## src/rtl/prco_mem_arbiter_pkg.sv

```systemverilog
// Shared types for the prco BRAM arbiter: FSM state and requester (owner) encodings.
package prco_mem_arbiter_pkg;

  typedef enum logic [1:0] {
    ST_IDLE  = 2'd0,
    ST_ISSUE = 2'd1,
    ST_RESP  = 2'd2
  } state_t;

  typedef enum logic {
    OWN_IF = 1'b0,
    OWN_LS = 1'b1
  } owner_t;

  function automatic owner_t other_owner(input owner_t o);
    owner_t r;
    if (o == OWN_IF) r = OWN_LS;
    else             r = OWN_IF;
    return r;
  endfunction

endpackage

```

## src/rtl/prco_rr_pick.sv

```systemverilog
// Two-way round-robin picker: a lone request wins, on a tie the requester that did not go last wins.
module prco_rr_pick
  import prco_mem_arbiter_pkg::*;
(
  input  logic   req_a,
  input  logic   req_b,
  input  owner_t last,
  output owner_t grant,
  output logic   any,
  output logic   conflict
);

  always_comb begin
    grant    = OWN_IF;
    any      = req_a | req_b;
    conflict = req_a & req_b;
    if (conflict) begin
      grant = other_owner(last);
    end else if (req_b) begin
      grant = OWN_LS;
    end
  end

endmodule

```

## src/rtl/prco_mem_arbiter.sv

```systemverilog
// Arbitrates the single-port prco_core BRAM between instruction fetch and load/store,
// with a registered memory command and a saturating contention counter.
module prco_mem_arbiter
  import prco_mem_arbiter_pkg::*;
#(
  parameter int unsigned AW    = 16,
  parameter int unsigned DW    = 16,
  parameter int unsigned CNT_W = 16
) (
  input  logic             clk50,
  input  logic             rst_n,
  input  logic             if_req,
  input  logic [AW-1:0]    if_addr,
  output logic             if_ack,
  output logic [DW-1:0]    if_rdata,
  input  logic             ls_req,
  input  logic             ls_we,
  input  logic [AW-1:0]    ls_addr,
  input  logic [DW-1:0]    ls_wdata,
  output logic             ls_ack,
  output logic [DW-1:0]    ls_rdata,
  output logic             mem_en,
  output logic             mem_we,
  output logic [AW-1:0]    mem_addr,
  output logic [DW-1:0]    mem_wdata,
  input  logic [DW-1:0]    mem_rdata,
  output logic [CNT_W-1:0] conflict_cnt
);

  state_t state, state_nxt;
  owner_t owner, last_owner, grant;
  logic   pick_if, pick_ls, any, conflict, issue, op_store;

  // The requester being acked this cycle is already served and must not be re-granted.
  always_comb begin
    pick_if = if_req & ~((state == ST_RESP) && (owner == OWN_IF));
    pick_ls = ls_req & ~((state == ST_RESP) && (owner == OWN_LS));
    issue   = any & ((state == ST_IDLE) || (state == ST_RESP));
  end

  prco_rr_pick u_pick (
    .req_a    (pick_if),
    .req_b    (pick_ls),
    .last     (last_owner),
    .grant    (grant),
    .any      (any),
    .conflict (conflict)
  );

  always_ff @(posedge clk50) begin
    if (!rst_n) state <= ST_IDLE;
    else        state <= state_nxt;
  end

  always_comb begin
    state_nxt = state;
    case (state)
      ST_IDLE:  if (any) state_nxt = ST_ISSUE;
      ST_ISSUE: state_nxt = ST_RESP;
      ST_RESP:  state_nxt = any ? ST_ISSUE : ST_IDLE;
      default:  state_nxt = ST_IDLE;
    endcase
  end

  // Acks and read data come straight from the response state; mem_rdata is valid then.
  always_comb begin
    if_ack   = 1'b0;
    ls_ack   = 1'b0;
    if_rdata = '0;
    ls_rdata = '0;
    if (state == ST_RESP) begin
      if (owner == OWN_IF) begin
        if_ack   = 1'b1;
        if_rdata = mem_rdata;
      end else begin
        ls_ack = 1'b1;
        if (!op_store) ls_rdata = mem_rdata;
      end
    end
  end

  // Command is captured at grant so later requester changes cannot disturb the access.
  always_ff @(posedge clk50) begin
    if (!rst_n) begin
      mem_en       <= 1'b0;
      mem_we       <= 1'b0;
      mem_addr     <= '0;
      mem_wdata    <= '0;
      owner        <= OWN_IF;
      last_owner   <= OWN_LS;
      op_store     <= 1'b0;
      conflict_cnt <= '0;
    end else begin
      mem_en <= issue;
      mem_we <= issue & (grant == OWN_LS) & ls_we;
      if (issue) begin
        owner    <= grant;
        op_store <= (grant == OWN_LS) & ls_we;
        if (grant == OWN_IF) begin
          mem_addr  <= if_addr;
          mem_wdata <= '0;
        end else begin
          mem_addr  <= ls_addr;
          mem_wdata <= ls_wdata;
        end
      end
      if (state == ST_RESP) last_owner <= owner;
      if (issue && conflict && (conflict_cnt != '1)) begin
        conflict_cnt <= conflict_cnt + CNT_W'(1);
      end
    end
  end

endmodule

```

## config.mk

```make
export PLATFORM = sky130hd
export DESIGN_NAME = prco_mem_arbiter
export DESIGN_NICKNAME = d
export VERILOG_FILES = /design/src/rtl/prco_mem_arbiter_pkg.sv /design/src/rtl/prco_rr_pick.sv /design/src/rtl/prco_mem_arbiter.sv
export SDC_FILE = /design/constraint.sdc
export NUM_CORES = 1
export LEC_CHECK = 0
export CORE_MARGIN = 3
export CORE_UTILIZATION = 33
export DETAILED_ROUTE_END_ITERATION = 10
export HOLD_SLACK_MARGIN = 0.1
export PLACE_DENSITY = 0.73
export SLEW_MARGIN = 20
export SYNTH_ARGS = -nofsm -noshare
export SYNTH_HDL_FRONTEND = slang
export SYNTH_SLANG_ARGS = --single-unit
```

## constraint.sdc

```tcl
create_clock -name clk50 -period 1.4 [get_ports clk50]
set_input_delay 0.28 -clock clk50 [delete_from_list [all_inputs] [get_ports clk50]]
set_output_delay 0.28 -clock clk50 [all_outputs]
set_load 0.1 [all_outputs]
```

==> metrics.md <==
| Metric | Value |
|---|---|
| Status | complete, but fails checks |
| Failing checks | setup timing |
| Hold Path Class | flip-flop to flip-flop |
| DR iter-0 viols | around 200 |
| Post-Syn Instances | approximately 250 |
| H-tree levels | 2 |
| Largest net degree at the start of global routing | 21 |
| Worst Setup Start Kind | flip-flop |
| Initial Util | 0.3510 |
| Final Critical Period | 1.912 ns |
| Longest Clk Path Bufs | 2 |
| Root Driver | clkbuf_8 |
| Critical path's top delay family | simple AND/OR/NAND/NOR gates |
| Synth warn | 0 |
| R2R Path Start | state[1]$_SDFFE_PN0P_ |
| Reg area | 0.001167 sq mm |
| Die Ht | 92.41 microns |
| Vias in the first global route | 3439 |
| Pre-antenna DRT Iters | 4 |
| Layout area overhead | 155.0% |
| Sequential area share after synthesis | 0.4469 |
| Avg Inst Size Synth | slightly below 10 sq um |
| Setup crit start | state[0]$_SDFFE_PN0P_ |
| CP max FO | 16 |
| Util after Layout | 0.8950 |
| Hold endpoint | mem_addr[2]$_SDFFE_PN0N_ |
| Final hold slack | slightly above 0.5 ns |
| CTS buffer count | 5 |
| Clock skew | ~0.024 ns |
| P_sw | about 1.8 mW |
| Final Wtd Congestion | between 0.8 and 0.9 |
| Final WL | about 14000 microns |
| Final setup margin | -0.5125 ns |
| Kind of critical path | flip-flop to output port |
| Reg2reg path depth | 7 |
| Max incr delay on CP | 0.35 ns |
| Final Setup Violations | between 80 and 90 |
| FF+latch count, synth | between 50 and 60 |
| Vias per cell | approximately 5.7 |
| Reg2Reg Setup Slack | -0.46 ns |
| P_leak | between 2 and 2.5 nW |
| Max-Cap Viols | 0 |
| Worst min-delay path startpoint | mem_addr[2]$_SDFFE_PN0N_ |
| Post-synth top area share | 0.4469 |
| Yosys top cell by area | dfxtp_1 |
| Internal power | between 2 and 3 mW |
| Post-cts hold buffer count | 0 |
| GR Overflow Total | 0 |
| Die W | 92.41 microns |
| Hold path depth | 1 |
| Final nets | roughly 550 |
| Initial antenna violation count | 1 |
| Data required, critical path | ~1.1 ns |
| Tcrit/Tclk final | 1.366 |
| DRT antenna net count | 0 |
| Distinct cells, synth | 36 |
| Residual DRC | 0 |
| PwrDens | between 700 and 800 mW/mm^2 |
| Core Box Area | between 0.007 and 0.008 sq mm |
| Sequential power share | 0.380 |
| Post-DP HPWL | roughly 7500 microns |
| Worst Tran Pin Value | roughly 0.46 ns |
| R2R Path End | mem_addr[13]$_SDFFE_PN0N_ |
| Max Clk Rate | around 0.52 GHz |
| Part of the power in the clock network | 0.214 |
| Share of cells above drive strength 1 | 0.5819 |
| Crit path top cell by count | buf_12 |
| VDD IR max | about 0.64 mV |
| Worst slew margin | 0.6895 |
| Bufs and invs on worst path | 2 |
| Synth top area cells | dfxtp_1 (45%), and2_1 (8.1%), mux2i_1 (7.7%) |
| Vias post-DR | 3285 |
| Die area | between 0.008 and 0.009 sq mm |
| Setup_tns | -33.48 ns |
| Critical path data arrival time | about 1.6 ns |
| Global-route wire length before repair | between 15000 and 20000 microns |
| Unrepaired setup endpoints after global routing | true |
| Worst-Skew Late Latency | ~0.33 ns |
| Critical path capture point type | output port |
| Port Buf Inserts | approximately 150 |
| CP Cell Sequence | and3b_4, nor2b_4, buf_12, and2_4, buf_12 |
| Total Routing Usage GR | 0.2872 |
| CTS tree | done |
| Comb pwr share | 0.406 |
| Clk sinks | 55 |
| Final Hold Fails | 0 |
| Post-Syn Area | between 0.002 and 0.0025 sq mm |
| Reg clk slew, reported paths | between 0.1 and 0.15 ns |
| Row Count | 30 |
| WL per Instance | about 25 microns |
| Switching share of power | 0.3883 |
| Multi-input logic area | about 0.0018 sq mm |
| CP max stage cell | dfxtp_2 |
| Fillers | 266 |
| Slew Limit Fails | 0 |
| Number of top-level pins | ~150 |
| Synthesized Nets | approximately 320 |
## through the flow
stage	area [sq um]	std cells	power [mW]	worst slack (ns)
finish	6282	573	4.524	-0.5125
global route	6282	573	4.629	-0.5521
CTS	6082	567	4.417	-0.4871
detailed placement	5547	535	3.375	-0.5958
global placement	5547	535	3.347	-0.5342
floorplan	2741	252	2.621	-0.4543
## flip-flops by register name (all words and copies together), names as in the netlist
name and flops:
mem_en 1, mem_we 1, op_store 1, last_owner 1, mem_addr 16, conflict_cnt 16
owner 1, state 2, mem_wdata 16
## cells in the mapped netlist
cell type and number:
dfxtp_1 55, and2_1 32, mux2i_1 19, o2bb2ai_1 17, a22o_1 16, a21oi_1 13, clkbuf_1 9, inv_1 9
nand2_1 8, nand3_1 7, nand4_1 6, nor2_1 6, o21ai_0 6, or4_1 6, o31ai_1 5, nand2b_1 4
and3_1 3, buf_6 3, nor3_1 3, nor4_1 3, or3_1 3, a31oi_1 2, and4_1 2, o311ai_0 2
o41ai_1 2, a21o_1 1, a311oi_2 1, and3b_4 1, and4bb_2 1, buf_2 1, buf_8 1, ha_1 1
nand4bb_1 1, nor2b_1 1, nor4_2 1, o211ai_1 1
## area by class of cell
| class | count | share of cell area |
|---|---|---|
| Timing Repair Buffer | 228 | 0.4941 |
| Clock buffer | 5 | 0.01095 |
| Antenna cell | 1 | 0.0003983 |
| Inverter | 9 | 0.005377 |
| Sequential cell | 55 | 0.1858 |
| Tap cell | 96 | 0.01912 |
| Clock inverter | 3 | 0.003784 |
| Multi-Input combinational cell | 176 | 0.2804 |
## routing by layer
metal,wire length (microns),global-route usage,vias up,share of wire
met3,1218,0.08123,59,0.084
met5,0,0,-,0
met2,7737,0.5450,219,0.53
met4,618,0.1052,0,0.043
met1,4894,0.2965,1608,0.34
li1,-,-,1399,-
## worst register-to-register path: cells and delay by family, from the launching register on
family                 cells  cell delay [ns]
AND/OR/NAND/NOR            1             0.19
buffers and inverters      3             0.47
flip-flops                 1             0.39
AO/OA/AOI/OAI              2             0.42
multiplexers               1             0.28
## cell usage in the layout (no fill, tap or decap), drive strengths merged, types with 2 or more instances in the layout
master,Yosys,routed
a22o,16,16
clkdlybuf4s50,0,66
o41ai,2,2
and3,3,5
o2bb2ai,17,17
or4,6,6
nand4,6,6
and2,32,32
nand3,7,7
buf,5,160
nor2,6,6
o21ai,6,6
nand2b,4,4
dfxtp,55,55
o31ai,5,5
dlygate4sd2,0,2
o311ai,2,2
a31oi,2,2
clkinv,0,2
mux2i,19,19
a21oi,13,13
nand2,8,8
clkbuf,9,5
nor3,3,3
nor4,4,4
inv,9,10
and4,2,2
or3,3,3
## power groups by stage
stage	Combinational [mW]	Clock, mW	Sequential, mW
6_report	1.84	0.966	1.72
5_1_grt	1.88	1.03	1.73
4_1_cts	1.77	0.939	1.71
3_5_place_dp	1.63	0	1.74
3_3_place_gp	1.61	0	1.74
2_1_floorplan	0.390	0	2.23
## how the worst max path moves through the flow
stage,endpoint,slack (ns),cells past startpoint
after floorplan,ls_rdata[0],-0.45,3
after global placement,conflict_cnt[9]$_SDFFE_PN0P_,-0.53,5
after detailed placement,conflict_cnt[9]$_SDFFE_PN0P_,-0.60,5
after CTS,ls_rdata[2],-0.49,5
after global routing,ls_rdata[2],-0.55,5
final,ls_rdata[11],-0.51,5
## repair_timing
| action | in CTS | in global routing |
|---|---|---|
| pin swaps | 26 | 35 |
| gates resized for setup | 44 | 51 |
| buffers inserted | 19 | 12 |
| endpoints found under the setup margin | 84 | 87 |
| cloned | 6 | 0 |
## logic make-up after synthesis
logic type | share of synthesized area
and+or+nand+nor | 0.2189
AOI/OAI and AO/OA | 0.2026
buffers and inverters | 0.04926
adders and majority gates | 0.005078
DFF | 0.4469
muxes | 0.07720
No activity file was read; power rests on OpenSTA's default activity.
